==> src/rtl/reg_arb_pkg.sv <==
// Shared constants and helpers for the round-robin register-write arbiter.
package reg_arb_pkg;

    localparam int NUM_REQ_DEF = 4;
    localparam int DATA_W_DEF  = 8;
    localparam int MAX_REQ     = 8;

    // A single requester would still need a 1-bit owner field.
    function automatic int own_w(input int n);
        return (n <= 1) ? 1 : $clog2(n);
    endfunction

    function automatic logic [MAX_REQ-1:0] onehot(input int idx);
        logic [MAX_REQ-1:0] v;
        v      = '0;
        v[idx] = 1'b1;
        return v;
    endfunction

endpackage

==> src/rtl/rr_pick.sv <==
// Combinational rotated-priority scan: first set req bit starting at ptr, wrapping.
module rr_pick
    import reg_arb_pkg::*;
#(
    parameter int NUM_REQ = NUM_REQ_DEF,
    parameter int OWN_W   = own_w(NUM_REQ)
) (
    input  logic [NUM_REQ-1:0] req,
    input  logic [OWN_W-1:0]   ptr,
    output logic               any,
    output logic [OWN_W-1:0]   winner
);

    int   idx;
    logic found;

    // Modulo is done by subtraction so idx never leaves 0..NUM_REQ-1.
    always_comb begin
        any    = |req;
        winner = '0;
        found  = 1'b0;
        idx    = 0;
        for (int k = 0; k < NUM_REQ; k++) begin
            idx = int'(ptr) + k;
            if (idx >= NUM_REQ) idx = idx - NUM_REQ;
            if (!found && req[idx]) begin
                found  = 1'b1;
                winner = OWN_W'(idx);
            end
        end
    end

endmodule

==> src/rtl/reg_wr_arbiter.sv <==
// Round-robin arbiter that shares one DATA_W-bit register among NUM_REQ writers,
// reporting the granted requester and the last owner of the register.
module reg_wr_arbiter
    import reg_arb_pkg::*;
#(
    parameter  int NUM_REQ = NUM_REQ_DEF,
    parameter  int DATA_W  = DATA_W_DEF,
    localparam int OWN_W   = own_w(NUM_REQ)
) (
    input  logic                      sys_clk,
    input  logic                      sys_rst,
    input  logic                      clr,
    input  logic [NUM_REQ-1:0]        req,
    input  logic [NUM_REQ*DATA_W-1:0] wdata,
    output logic [NUM_REQ-1:0]        gnt,
    output logic [DATA_W-1:0]         Q,
    output logic                      q_valid,
    output logic [OWN_W-1:0]          owner
);

    logic [OWN_W-1:0]   ptr_q, ptr_d;
    logic [NUM_REQ-1:0] gnt_q, gnt_d;
    logic [DATA_W-1:0]  q_q, q_d;
    logic [OWN_W-1:0]   owner_q, owner_d;
    logic               vld_q, vld_d;

    logic               any;
    logic [OWN_W-1:0]   win;
    logic [DATA_W-1:0]  win_data;

    rr_pick #(
        .NUM_REQ (NUM_REQ),
        .OWN_W   (OWN_W)
    ) u_pick (
        .req    (req),
        .ptr    (ptr_q),
        .any    (any),
        .winner (win)
    );

    assign win_data = wdata[int'(win)*DATA_W +: DATA_W];

    // clr outranks any request: the register empties and nobody is granted.
    always_comb begin
        ptr_d   = ptr_q;
        gnt_d   = '0;
        q_d     = q_q;
        owner_d = owner_q;
        vld_d   = vld_q;
        if (clr) begin
            q_d   = '0;
            vld_d = 1'b0;
        end else if (any) begin
            gnt_d   = NUM_REQ'(onehot(int'(win)));
            q_d     = win_data;
            owner_d = win;
            vld_d   = 1'b1;
            ptr_d   = (int'(win) == NUM_REQ - 1) ? '0 : win + 1'b1;
        end
    end

    always_ff @(posedge sys_clk or posedge sys_rst) begin
        if (sys_rst) begin
            ptr_q   <= '0;
            gnt_q   <= '0;
            q_q     <= '0;
            owner_q <= '0;
            vld_q   <= 1'b0;
        end else begin
            ptr_q   <= ptr_d;
            gnt_q   <= gnt_d;
            q_q     <= q_d;
            owner_q <= owner_d;
            vld_q   <= vld_d;
        end
    end

    assign gnt     = gnt_q;
    assign Q       = q_q;
    assign q_valid = vld_q;
    assign owner   = owner_q;

endmodule
==> config.mk <==
export PLATFORM = sky130hd
export DESIGN_NAME = reg_wr_arbiter
export DESIGN_NICKNAME = d
export VERILOG_FILES = /design/src/rtl/reg_arb_pkg.sv /design/src/rtl/rr_pick.sv /design/src/rtl/reg_wr_arbiter.sv
export SDC_FILE = /design/constraint.sdc
export NUM_CORES = 1
export LEC_CHECK = 0
export ABC_AREA = 1
export CAP_MARGIN = 20
export CORE_MARGIN = 2
export CORE_UTILIZATION = 39
export DETAILED_ROUTE_END_ITERATION = 8
export PLACE_DENSITY = 0.83
export SKIP_LAST_GASP = 1
export SLEW_MARGIN = 30
export SYNTH_ARGS = -nofsm -noshare
export SYNTH_HDL_FRONTEND = slang
export SYNTH_SLANG_ARGS = --single-unit
==> constraint.sdc <==
create_clock -name sys_clk -period 1.9 [get_ports sys_clk]
set_input_delay 0.38 -clock sys_clk [delete_from_list [all_inputs] [get_ports sys_clk]]
set_output_delay 0.38 -clock sys_clk [all_outputs]
set_load 0.02 [all_outputs]
[After elaboration in Yosys (flattened, before gate mapping)]
Index checks and enable logic that the tools add are counted.
Storage, ports and cells
  register bits after elaboration: 17
  input port bits: 39
  output and inout bits: 15
  logic and storage cells: 68
Cells by class
  add/subtract/negate cells: 8
  order comparisons: 10
  eq/ne operators: 1
  shift operators: 1
  muxes and demuxes: 32
  bitwise logic cells: 1
  reductions and logical operators: 10
Operators with widths (number)
  $lt A32 B4 Y1 const B: 4
  $mux W32: 4
  $ge A32 B4 Y1 const B: 3
  $sub A32 B4 Y32 const B: 3
  $shiftx A32 B6 Y8: 1
  $mux W8: 2
  $mux W1: 14
  $mux W2: 5
  $bmux W1 S2: 4
  $mux W4: 2
  $add A2 B2 Y3 const B: 2
  $logic_and A1 B1 Y1: 4
  $lt A2 B4 Y1 const B: 1
  $reduce_or A4 Y1: 1
  $sub A2 B3 Y4 const B: 1
  $add A2 B1 Y3 const B: 1
  $ge A2 B3 Y1 const B: 1
  $logic_not A1 Y1: 3
  $add A2 B1 Y2 const B: 1
  $demux W1 S2: 1
  $eq A2 B1 Y1 const B: 1
  $ge A2 B1 Y1 const B: 1
  $reduce_and A2 Y1: 1
  $reduce_bool A2 Y1: 1
  $not A1 Y1: 1

[Logic depth before layout (Yosys ltp)]
Gate-level depths: netlist of run 1.
  depth after elaboration: 21
  gate-level depth with buffers: 16
  depth with buffers taken out: 14

[Hierarchy]
Synthesis of run 1 repeated with hierarchy kept, for this count alone.
Second synthesis, totals
  cell total of the unflattened synthesis: 179
  area, all modules: 1221.2 sq um
By module, submodules not included
  reg_wr_arbiter: times used 1, cells an instance 126, area each 952.2 sq um, sequential area each 425.4 sq um
  rr_pick: times used 1, cells an instance 53, area each 269.0 sq um, sequential area each 0.0 sq um

[Worst setup path after synthesis of run 1]
Ideal clock, no wire load.
  path kind: register to register
  from: reg ptr_q[0]
  to: reg ptr_q[1]
  setup time: 0.127 ns
  arrival time: 1.738 ns
  path slack: 0.036 ns
  stages on the path, launching flop included: 16
  clock period less this slack: 1.864 ns
  cells stage by stage: dfrtp_1 inv_2 buf_6 nand2_1 nand3_1 nand2_2 nand2_1 inv_2 nand2_4 nor2_4 nor2_4 buf_6 inv_2 ha_1 nand2_1 o21ai_0
Between the ends
  longest elaborated chain between the ends: 17
  elaborated cells on any way between the ends: 43
  those cells by class: add/sub (8); order compare (4); eq/ne (1); mux (24); reduce/logical (6)
RTL lines
  start, declared: line reg_wr_arbiter.sv:21  | logic [OWN_W-1:0] ptr_q, ptr_d;
  start signal, assigned: line reg_wr_arbiter.sv:70  | ptr_q <= ptr_d;
  parallel branches: the longest is 14 deep, another holds $sub A32 B4 Y32
  $mux W2 *: line rr_pick.sv:26  | if (!found && req[idx]) begin
  $add A2 B1 Y2 or $eq A2 B1 Y1 (tied branches): line reg_wr_arbiter.sv:58  | ptr_d = (int'(win) == NUM_REQ - 1) ? '0 : win + 1'b1;
  $mux W2 *: line reg_wr_arbiter.sv:58
Mark *: on every way between the ends. The select of a mux whose other input is x is not followed.
A chain may end at the register's enable or synchronous reset.

[Final worst setup path of run 1]
  from: reg ptr_q[0]
  to: reg q_q[3] (netlist: Q[3])
Between the ends
  longest elaborated chain between the ends: 18
  elaborated cells on any way between the ends: 43
  those cells by class: add/sub (7); order compare (4); shift (1); mux (25); reduce/logical (6)
RTL lines
  parallel branches: the longest is 14 deep, another holds $sub A32 B4 Y32
  $mux W2 *: line rr_pick.sv:26
  $shiftx A32 B6 Y8 *: line reg_wr_arbiter.sv:41  | assign win_data = wdata[int'(win)*DATA_W +: DATA_W];
  $mux W8 *: line reg_wr_arbiter.sv:53  | end else if (any) begin
  $mux W8 *: line reg_wr_arbiter.sv:50  | if (clr) begin
  end signal, assigned: line reg_wr_arbiter.sv:72  | q_q <= q_d;
  end, declared: line reg_wr_arbiter.sv:23  | logic [DATA_W-1:0] q_q, q_d;
Marked as above.

==> results of run 1 <==
-- metrics by stage --
step | hold slack (ps) | instances | setup slack, ps | area (µm²)
3_3_place_gp | 468 | 310 | -220 | 2020
3_5_place_dp | 480 | 310 | -272 | 2020
5_1_grt | 518 | 321 | -54.6 | 2230
6_report | 439 | 321 | 36.7 | 2230
2_1_floorplan | 306 | 200 | 35.8 | 1360
4_1_cts | 464 | 314 | 21.4 | 2050
-- critical path, cell delays in order, from the launching register on --
cell and delay [ps]:
dfrtp_2 460, buf_6 160, nand2_4 60, nand2_4 70
nand2_4 90, nand2_4 80, nor2_4 120, nand2_4 80
nor2_4 120, nor2_4 50, buf_4 160, nand3_1 110
nand2_1 70, inv_1 60, nand3_2 50
-- repair_timing --
item / in CTS / in global routing
resized for setup: 0 / 42
setup endpoints to repair: 0 / 13
buffers inserted: 0 / 5
-- report_power, final --
group / leakage, nW / switching (mW) / total, mW / internal (mW)
sequential: 0.217 / 0.101 / 0.608 / 0.506
combinational: 0.921 / 1.78 / 3.14 / 1.35
clock: 0.0150 / 0.115 / 0.198 / 0.0822
total: 1.15 / 2.00 / 3.94 / 1.94
-- per-layer routing --
metal	GRT usage (%)	share of wire, %
met1	25.1	41
met2	30.7	50
met3	1.80	6.4
met5	0	0
met4	8.33	2.9
-- worst min-delay path by stage --
stage,slack [ps],from,endpoint
after floorplan,310,sys_rst,Q[0]
after global placement,470,owner[1],owner[1]
after detailed placement,480,owner[0],owner[0]
after CTS,460,sys_rst,Q[7]
after global routing,520,owner[0],owner[0]
final,440,sys_rst,Q[7]
-- layout by cell type (no fill, tap or decap), types with 2 or more instances in the layout --
master and n:
clkdlybuf4s50_1 49, clkbuf_4 3, nand2_4 9, dlymetal6s2s_1 4
nor2_4 5, nand4_1 3, nor2_1 6, nand2_2 19
nand3_1 35, nand2_1 65, inv_1 13, nand3_2 7
inv_2 4, buf_4 18, dfrtp_1 15, buf_6 3
dfrtp_2 2
-- flip-flops by register name (all words and copies together) (netlist names) --
signal   count
Q            8
gnt          4
owner        2
ptr_q        2
q_valid      1
-- cell type report --
cell class	count	area [µm²]	share of cell area [%]
inverters	20	82.6	3.71
clock buffers	4	26.3	1.18
flip-flops and latches	17	428	19.2
repair buffers	76	734	33.0
multi-input cells	158	898	40.3
well taps	46	57.6	2.58
-- cells by family after synthesis --
logic type	Yosys count
buf+inv	26
compound gates	5
fa+ha+maj	1
flops	17
simple gates	151
==> results.yml, run 1 <==
yosys:
  synthesis.area_um2: 1360
  postSynthAreaPerCell_um2: 6.78
  syn_inst: 200
  yosys.area_share.adder_pct: 0.923
  synth_top_family_by_area: "simple AND/OR/NAND/NOR gates"
  synthTopCellsByArea: "dfrtp_1, nand2_1, nand3_1"
  synth-xor-area-share_pct: 0
  synthMuxAreaShare_pct: 0
  syn_nets: 240
  async_flop_share_pct: 100
  synth_top_flop_cell: "dfrtp_1"
  synthDominantCellAreaShare_pct: 31.4
  synth_edf_count: 0
  synth_most_common_cell: "nand2_1"
  synth-compound-area-share_pct: 3.05
  yosysTopAreaCell: "dfrtp_1"
  synthTopCellsByCount: "nand2_1, nand3_1, dfrtp_1"
  ys_warn_count: 0
  synthSimpleGateAreaFrac_pct: 54.4
  ys_seq_area_share_pct: 31.4
  ys_ff_latch: 17
  synth_cell_types: 20
setup_path:
  critical_path.startpoint: "ptr_q[0]"
  cp-start-kind: "flop"
  crit_fanout: 8
  critPathRequiredTime_ps: 2100
  regToRegStartpoint: "ptr_q[0]"
  r2r_end: "Q[3]"
  rr_worst_depth: 14
  rrSetupSlack_ps: 40
  endpoint: "Q[3]"
  cp.arrival_ps: 2060
  critPathCaptureType: "flop"
  crit_type: "reg -> reg"
cells_and_area:
  area_growth_pct: 64.4
  nets: 316
  fillerInstances: 284
  diodes: 0
  final_core_utilization_pct: 66.7
  drive_gt1_share_pct: 28.7
routing:
  drc: 0
  wirelength_um: 4110
  drt-wirelength-per-cell_um: 12.8
  via_per_inst: 4.98
  drt_pass1_iterations: 5
  drt_first_iter_violations: 105
  route.vias.total: 1600
  drtAntennaViolNets: 0
timing:
  post-route-period-util_pct: 98.1
  setup_viol: 0
  maxSlewHeadroom_pct: 59.0
  tightest_slew_ps: 614
  rsz0062_at_grt: "true"
  hold_violations: 0
  tns_ps: 0
  fmax_mhz: 537
  period_minus_slack_ps: 1860
  fin_worst_skew_ps: 2.24
  slew_viol_final: 0
flow_run:
  cap_violations: 0
clocking:
  cts_hold_buf: 0
  ctsHtreeMaxLevel: 1
  path_clk_slew_ps: 90
  cts_root_buffer: "clkbuf_4"
  clk_latency_ps: 300
  cts.sinks: 17
  clockBufferDepth: 2
  numCtsBuffers: 3
  tritoncts: "done"
grt:
  grt_antenna_before_repair: 0
  grt_pass1_wl_um: 5970
  gr-total-overflow: 0
  grt_max_degree: 18
  grt_pass1_vias: 1328
  grt_util_all_layers_pct: 18.8
pwr:
  power_mw: 3.94
  p_leak_nw: 1.15
  vdd_drop_max_mv: 0.948
  p_per_area_nw_per_um2: 1770
floorplanning:
  die_area_um2: 3960
  start_util_pct: 40.6
  core_um2: 3340
  chipWidth_um: 62.9
  fp-row-count: 21
  ioPinCount: 54
  die_h_um: 62.9
status:
  status: "finished clean"
placed_design:
  io_buffers: 53
  place_hpwl_um: 2950
  gp_congestion: 0.927
min_path:
  hold_path_class: "in -> async"
Note: power is estimated with default switching activity, not from simulation.
==> inputs of run 2 (changes only) <==
--- a/config.mk
+++ b/config.mk
@@ -7,7 +7,7 @@
 export LEC_CHECK = 0
 export ABC_AREA = 1
 export CAP_MARGIN = 20
-export CORE_MARGIN = 2
+export CORE_MARGIN = 5
 export CORE_UTILIZATION = 39
 export DETAILED_ROUTE_END_ITERATION = 8
 export PLACE_DENSITY = 0.83
==> results.yml, run 2 (synthesis results as in run 1) <==
status:
  status: "finished clean"
routing:
  drt_first_iter_violations: 57
  drtAntennaViolNets: 0
  route.vias.total: 1604
  drt-wirelength-per-cell_um: 13.2
  via_per_inst: 5.00
  wirelength_um: 4230
  drc: 0
  drt_pass1_iterations: 5
pwr:
  vdd_drop_max_mv: 0.915
  p_per_area_nw_per_um2: 1800
  p_leak_nw: 1.15
flow_run:
  cap_violations: 0
placed_design:
  gp_congestion: 0.806
  place_hpwl_um: 3050
  io_buffers: 53
  dp_slack_ps: -299
timing:
  hold_slack_ps: 451
  layout_setup_ws_ps: 23.7
  slew_viol_final: 0
  fmax_mhz: 533
  hold_violations: 0
  rsz0062_at_grt: "true"
  fin_worst_skew_ps: 4.92
  tightest_slew_ps: 597
  setup_viol: 0
  maxSlewHeadroom_pct: 60.1
  period_minus_slack_ps: 1880
  post-route-period-util_pct: 98.8
grt:
  grt_util_all_layers_pct: 16.4
  grt_pass1_vias: 1396
  grt_pass1_wl_um: 6020
  grt_max_degree: 18
  grt_antenna_before_repair: 0
  gr-total-overflow: 0
clocking:
  cts_root_buffer: "clkbuf_4"
  ctsHtreeMaxLevel: 1
  tritoncts: "done"
  clockBufferDepth: 2
  clk_latency_ps: 290
  numCtsBuffers: 3
  path_clk_slew_ps: 90
  cts.sinks: 17
floorplanning:
  core_um2: 3360
  die_h_um: 68.9
  start_util_pct: 40.3
  fp-row-count: 21
  ioPinCount: 54
  die_area_um2: 4750
  chipWidth_um: 68.9
setup_path:
  crit_type: "reg -> reg"
  crit_path_cell_trace: "inv_4 > buf_4 > nand3_1 > nand2_4 > inv_4 > o21ai_0 > nand3_2 > buf_4 > nand3_1 > nand2_1 > nand3_2 > nand3_1"
  critPathRequiredTime_ps: 2080
  cp.arrival_ps: 2060
  slowest_delay_ps: 490
  cp_slowest_cell: "dfrtp_2"
  critPathCaptureType: "flop"
  worst_path_most_repeated_cell: "nand3_1"
  cp-start-kind: "flop"
  crit_fanout: 6
cells_and_area:
  fillerInstances: 284
  area_growth_pct: 65.8
  layout_common_cells: "nand2_1, clkdlybuf4s50_1, nand3_1"
  final_common_cell: "nand2_1"
  nets: 316
  largest_register_ffs: 8
  diodes: 0
  drive_gt1_share_pct: 27.6
min_path:
  hold_path_class: "in -> async"
## run 2: worst max-delay path, delay by kind of cell (launching register included)
| family | cells | cell delay, ps |
|---|---|---|
| buffers and inverters | 4 | 460 |
| AND/OR/NAND/NOR | 7 | 700 |
| AO/OA/AOI/OAI | 1 | 100 |
| flip-flops | 1 | 490 |
## run 2: report_power, final
part           switching (mW)  internal [mW]  leakage, nW
Sequential              0.113          0.506        0.217
Combinational            1.81           1.42        0.914
Clock                   0.107         0.0816       0.0150
## run 2: layer usage
layer,wire length [µm],part of all wire (%),track usage (%),up-vias
met5,0,0,0,-
met4,155,3.7,5.60,0
met3,212,5.0,0.810,17
met2,2090,49,27.7,59
met1,1770,42,22.1,740
li1,-,-,-,788
## run 2: worst paths after layout
kind                          start  endpoint  slack (ps)  depth (start not counted)
setup reg to reg           ptr_q[1]      Q[4]          20                         12
max in group asynchronous   sys_rst  ptr_q[1]        1020                          2
hold reg to reg            owner[0]  owner[0]         490                          2
hold / removal              sys_rst      Q[4]         450                          2
setup / recovery           ptr_q[1]      Q[4]          20                         12
min in group sys_clk       owner[0]  owner[0]         490                          2
## run 2: cell type report
type | count | area [µm²] | area share [%]
timing repair buffer | 76 | 753 | 33.5
inverter | 20 | 88.8 | 3.95
sequential | 17 | 428 | 19.0
multi-input combinational | 158 | 893 | 39.8
clock buffer | 4 | 26.3 | 1.17
tap | 46 | 57.6 | 2.56
## run 2: timing repair
| action | 4_1_cts | 5_1_grt |
|---|---|---|
| gates resized for setup | 0 | 41 |
| hold buffers | 0 | 0 |
| endpoints found under the setup margin | 0 | 14 |
| buffers inserted | 0 | 7 |
## run 2: metrics by stage
stage                     setup TNS (ps)  instances  area, µm²  util, %  total power [mW]
after floorplan                        0        200       1360        -              2.41
after global placement             -2960        308       2000     59.6              3.13
after global routing                -688        321       2250     66.8              4.36
after CTS                              0        312       2030     60.4              3.37
final                                  0        321       2250     66.8              4.04
after detailed placement           -3460        308       2000     59.6              3.19
==> inputs of run 3 (changes only) <==
==> constraint.sdc (replaced) <==
create_clock -name sys_clk -period 1.6 [get_ports sys_clk]
set_input_delay 0.32 -clock sys_clk [delete_from_list [all_inputs] [get_ports sys_clk]]
set_output_delay 0.32 -clock sys_clk [all_outputs]
set_load 0.02 [all_outputs]
==> results.yml, run 3 (synthesis results as in run 1) <==
grt:
  grt_util_met1_pct: 22.9
  use_met3_pct: 0.486
  grt_max_degree: 18
  grt_util_all_layers_pct: 17.8
  grt_antenna_before_repair: 0
  grt_pass1_wl_um: 6490
  top_usage_layer: "met2"
  gr-usage-met2_pct: 31.9
  grt_pass1_vias: 1464
  gr-total-overflow: 0
clocking:
  ctsHtreeMaxLevel: 1
  path_clk_slew_ps: 90
  tritoncts: "done"
  clk_latency_ps: 300
  numCtsBuffers: 3
  clockBufferDepth: 2
  cts.sinks: 17
  cts_root_buffer: "clkbuf_4"
timing:
  period_minus_slack_ps: 1890
  fin_worst_skew_ps: 4.28
  layout_setup_ws_ps: -286
  tns_ps: -3560
  fmax_mhz: 530
  hold_violations: 0
  setup_viol: 16
  slew_viol_final: 0
  tightest_slew_ps: 323
  post-route-period-util_pct: 118
  maxSlewHeadroom_pct: 78.4
  rsz0062_at_grt: "true"
setup_path:
  crit_type: "reg -> reg"
  crit_path_cell_trace: "buf_6 > nand2_4 > nand2_4 > nand2_4 > nand2_4 > nor2_4 > nand2_4 > nor2_4 > nor2_4 > inv_4 > buf_4 > buf_6 > nor3_2"
  cp_slowest_cell: "dfrtp_2"
  cp.arrival_ps: 2120
  critPathCaptureType: "flop"
  critPathRequiredTime_ps: 1830
  cp_num_buf_inv: 4
  rrSetupSlack_ps: -290
  cpLargestDelayFamily: "simple AND/OR/NAND/NOR gates"
  r2r_end: "gnt[0]"
  slowest_delay_ps: 470
  endpoint: "gnt[0]"
  rr_worst_depth: 13
  cp-start-kind: "flop"
  worst_path_most_repeated_cell: "nand2_4"
  critical_path.startpoint: "ptr_q[0]"
  regToRegStartpoint: "ptr_q[0]"
  critical_path_depth: 13
  crit_fanout: 7
pwr:
  p_per_area_nw_per_um2: 2140
  vdd_drop_max_mv: 0.981
  p_leak_nw: 1.30
  power_mw: 5.11
routing:
  via_per_inst: 4.94
  drc: 0
  wirelength_um: 4720
  drt-wirelength-per-cell_um: 14.5
  drtAntennaViolNets: 0
  route.vias.total: 1610
  drt_first_iter_violations: 118
  drt_pass1_iterations: 4
floorplanning:
  start_util_pct: 40.3
  die_h_um: 68.9
  fp-row-count: 21
  core_um2: 3360
  chipWidth_um: 68.9
  ioPinCount: 54
  die_area_um2: 4750
cells_and_area:
  final_common_cell: "nand2_1"
  largest_register_ffs: 8
  layout_common_cells: "nand2_1, clkdlybuf4s50_1, nand3_1"
  fin_area_um2: 2380
  area_growth_pct: 75.9
  diodes: 0
  drive_gt1_share_pct: 33.6
  nets: 321
min_path:
  hold_path_class: "in -> async"
placed_design:
  gp_congestion: 0.874
  dpl-instance-area_um2: 2050
  io_buffers: 53
  place_hpwl_um: 3130
flow_run:
  cap_violations: 0
status:
  status: "finished, violations left"
  violations: "negative setup slack"
[run 3: cell types whose count changed in the layout (fill, tap and decap cells not counted), moves of 3 or more]
cell / before / now
nand3_1: 39 / 32
buf_4: 18 / 22
inv_4: 2 / 5
clkdlybuf4s50_1: 49 / 40
dlymetal6s2s_1: 4 / 8
dlygate4sd2_1: 0 / 5
nand2_4: 9 / 14
nand3_2: 3 / 8
nand2_1: 66 / 61
[run 3: final cells by class]
class / instances / area (µm²)
Fill cell: 255 / 980
Inverter: 20 / 87.6
Clock inverter: 1 / 5.00
Timing Repair inverter: 1 / 7.51
Sequential cell: 17 / 428
Timing Repair Buffer: 81 / 795
Multi-Input combinational cell: 157 / 981
Clock buffer: 3 / 22.5
Tap cell: 46 / 57.6
[run 3: worst min-delay path, stage by stage]
cell and delay [ps]:
clkdlybuf4s50_1 400, inv_1 50, buf_4 230
[run 3: stage by stage]
stage	utilization (%)	hold slack [ps]	instances	setup WS (ps)
2_1_floorplan	-	246	200	-205
3_3_place_gp	60.9	465	311	-468
3_5_place_dp	60.9	483	311	-530
4_1_cts	64.7	332	323	-203
5_1_grt	70.9	355	326	-363
6_report	70.9	324	326	-286
[run 3: worst min path at each step]
stage | cells after the start | slack (ps) | end
final | 3 | 320 | owner[1]
after global routing | 3 | 350 | owner[1]
after CTS | 3 | 330 | owner[1]
after detailed placement | 2 | 480 | owner[0]
after global placement | 2 | 470 | owner[0]
after floorplan | 1 | 250 | Q[0]
[run 3: repair_timing]
item	CTS	global route
buffers inserted	7	3
setup endpoints to repair	21	22
resized for setup	20	44
hold buffers	0	0
pin swaps	10	23
gates cloned	1	1
[run 3: power by group]
part | leakage, nW | internal (mW) | switching (mW)
clock | 0.0177 | 0.0934 | 0.136
sequential | 0.217 | 0.601 | 0.132
combinational | 1.06 | 1.76 | 2.38
total | 1.30 | 2.46 | 2.65
[run 3: layer usage]
metal  part of all wire [%]  routed length [µm]
met1                     41                1940
met4                    3.5                 163
met2                     51                2390
met3                    4.7                 221
met5                      0                   0
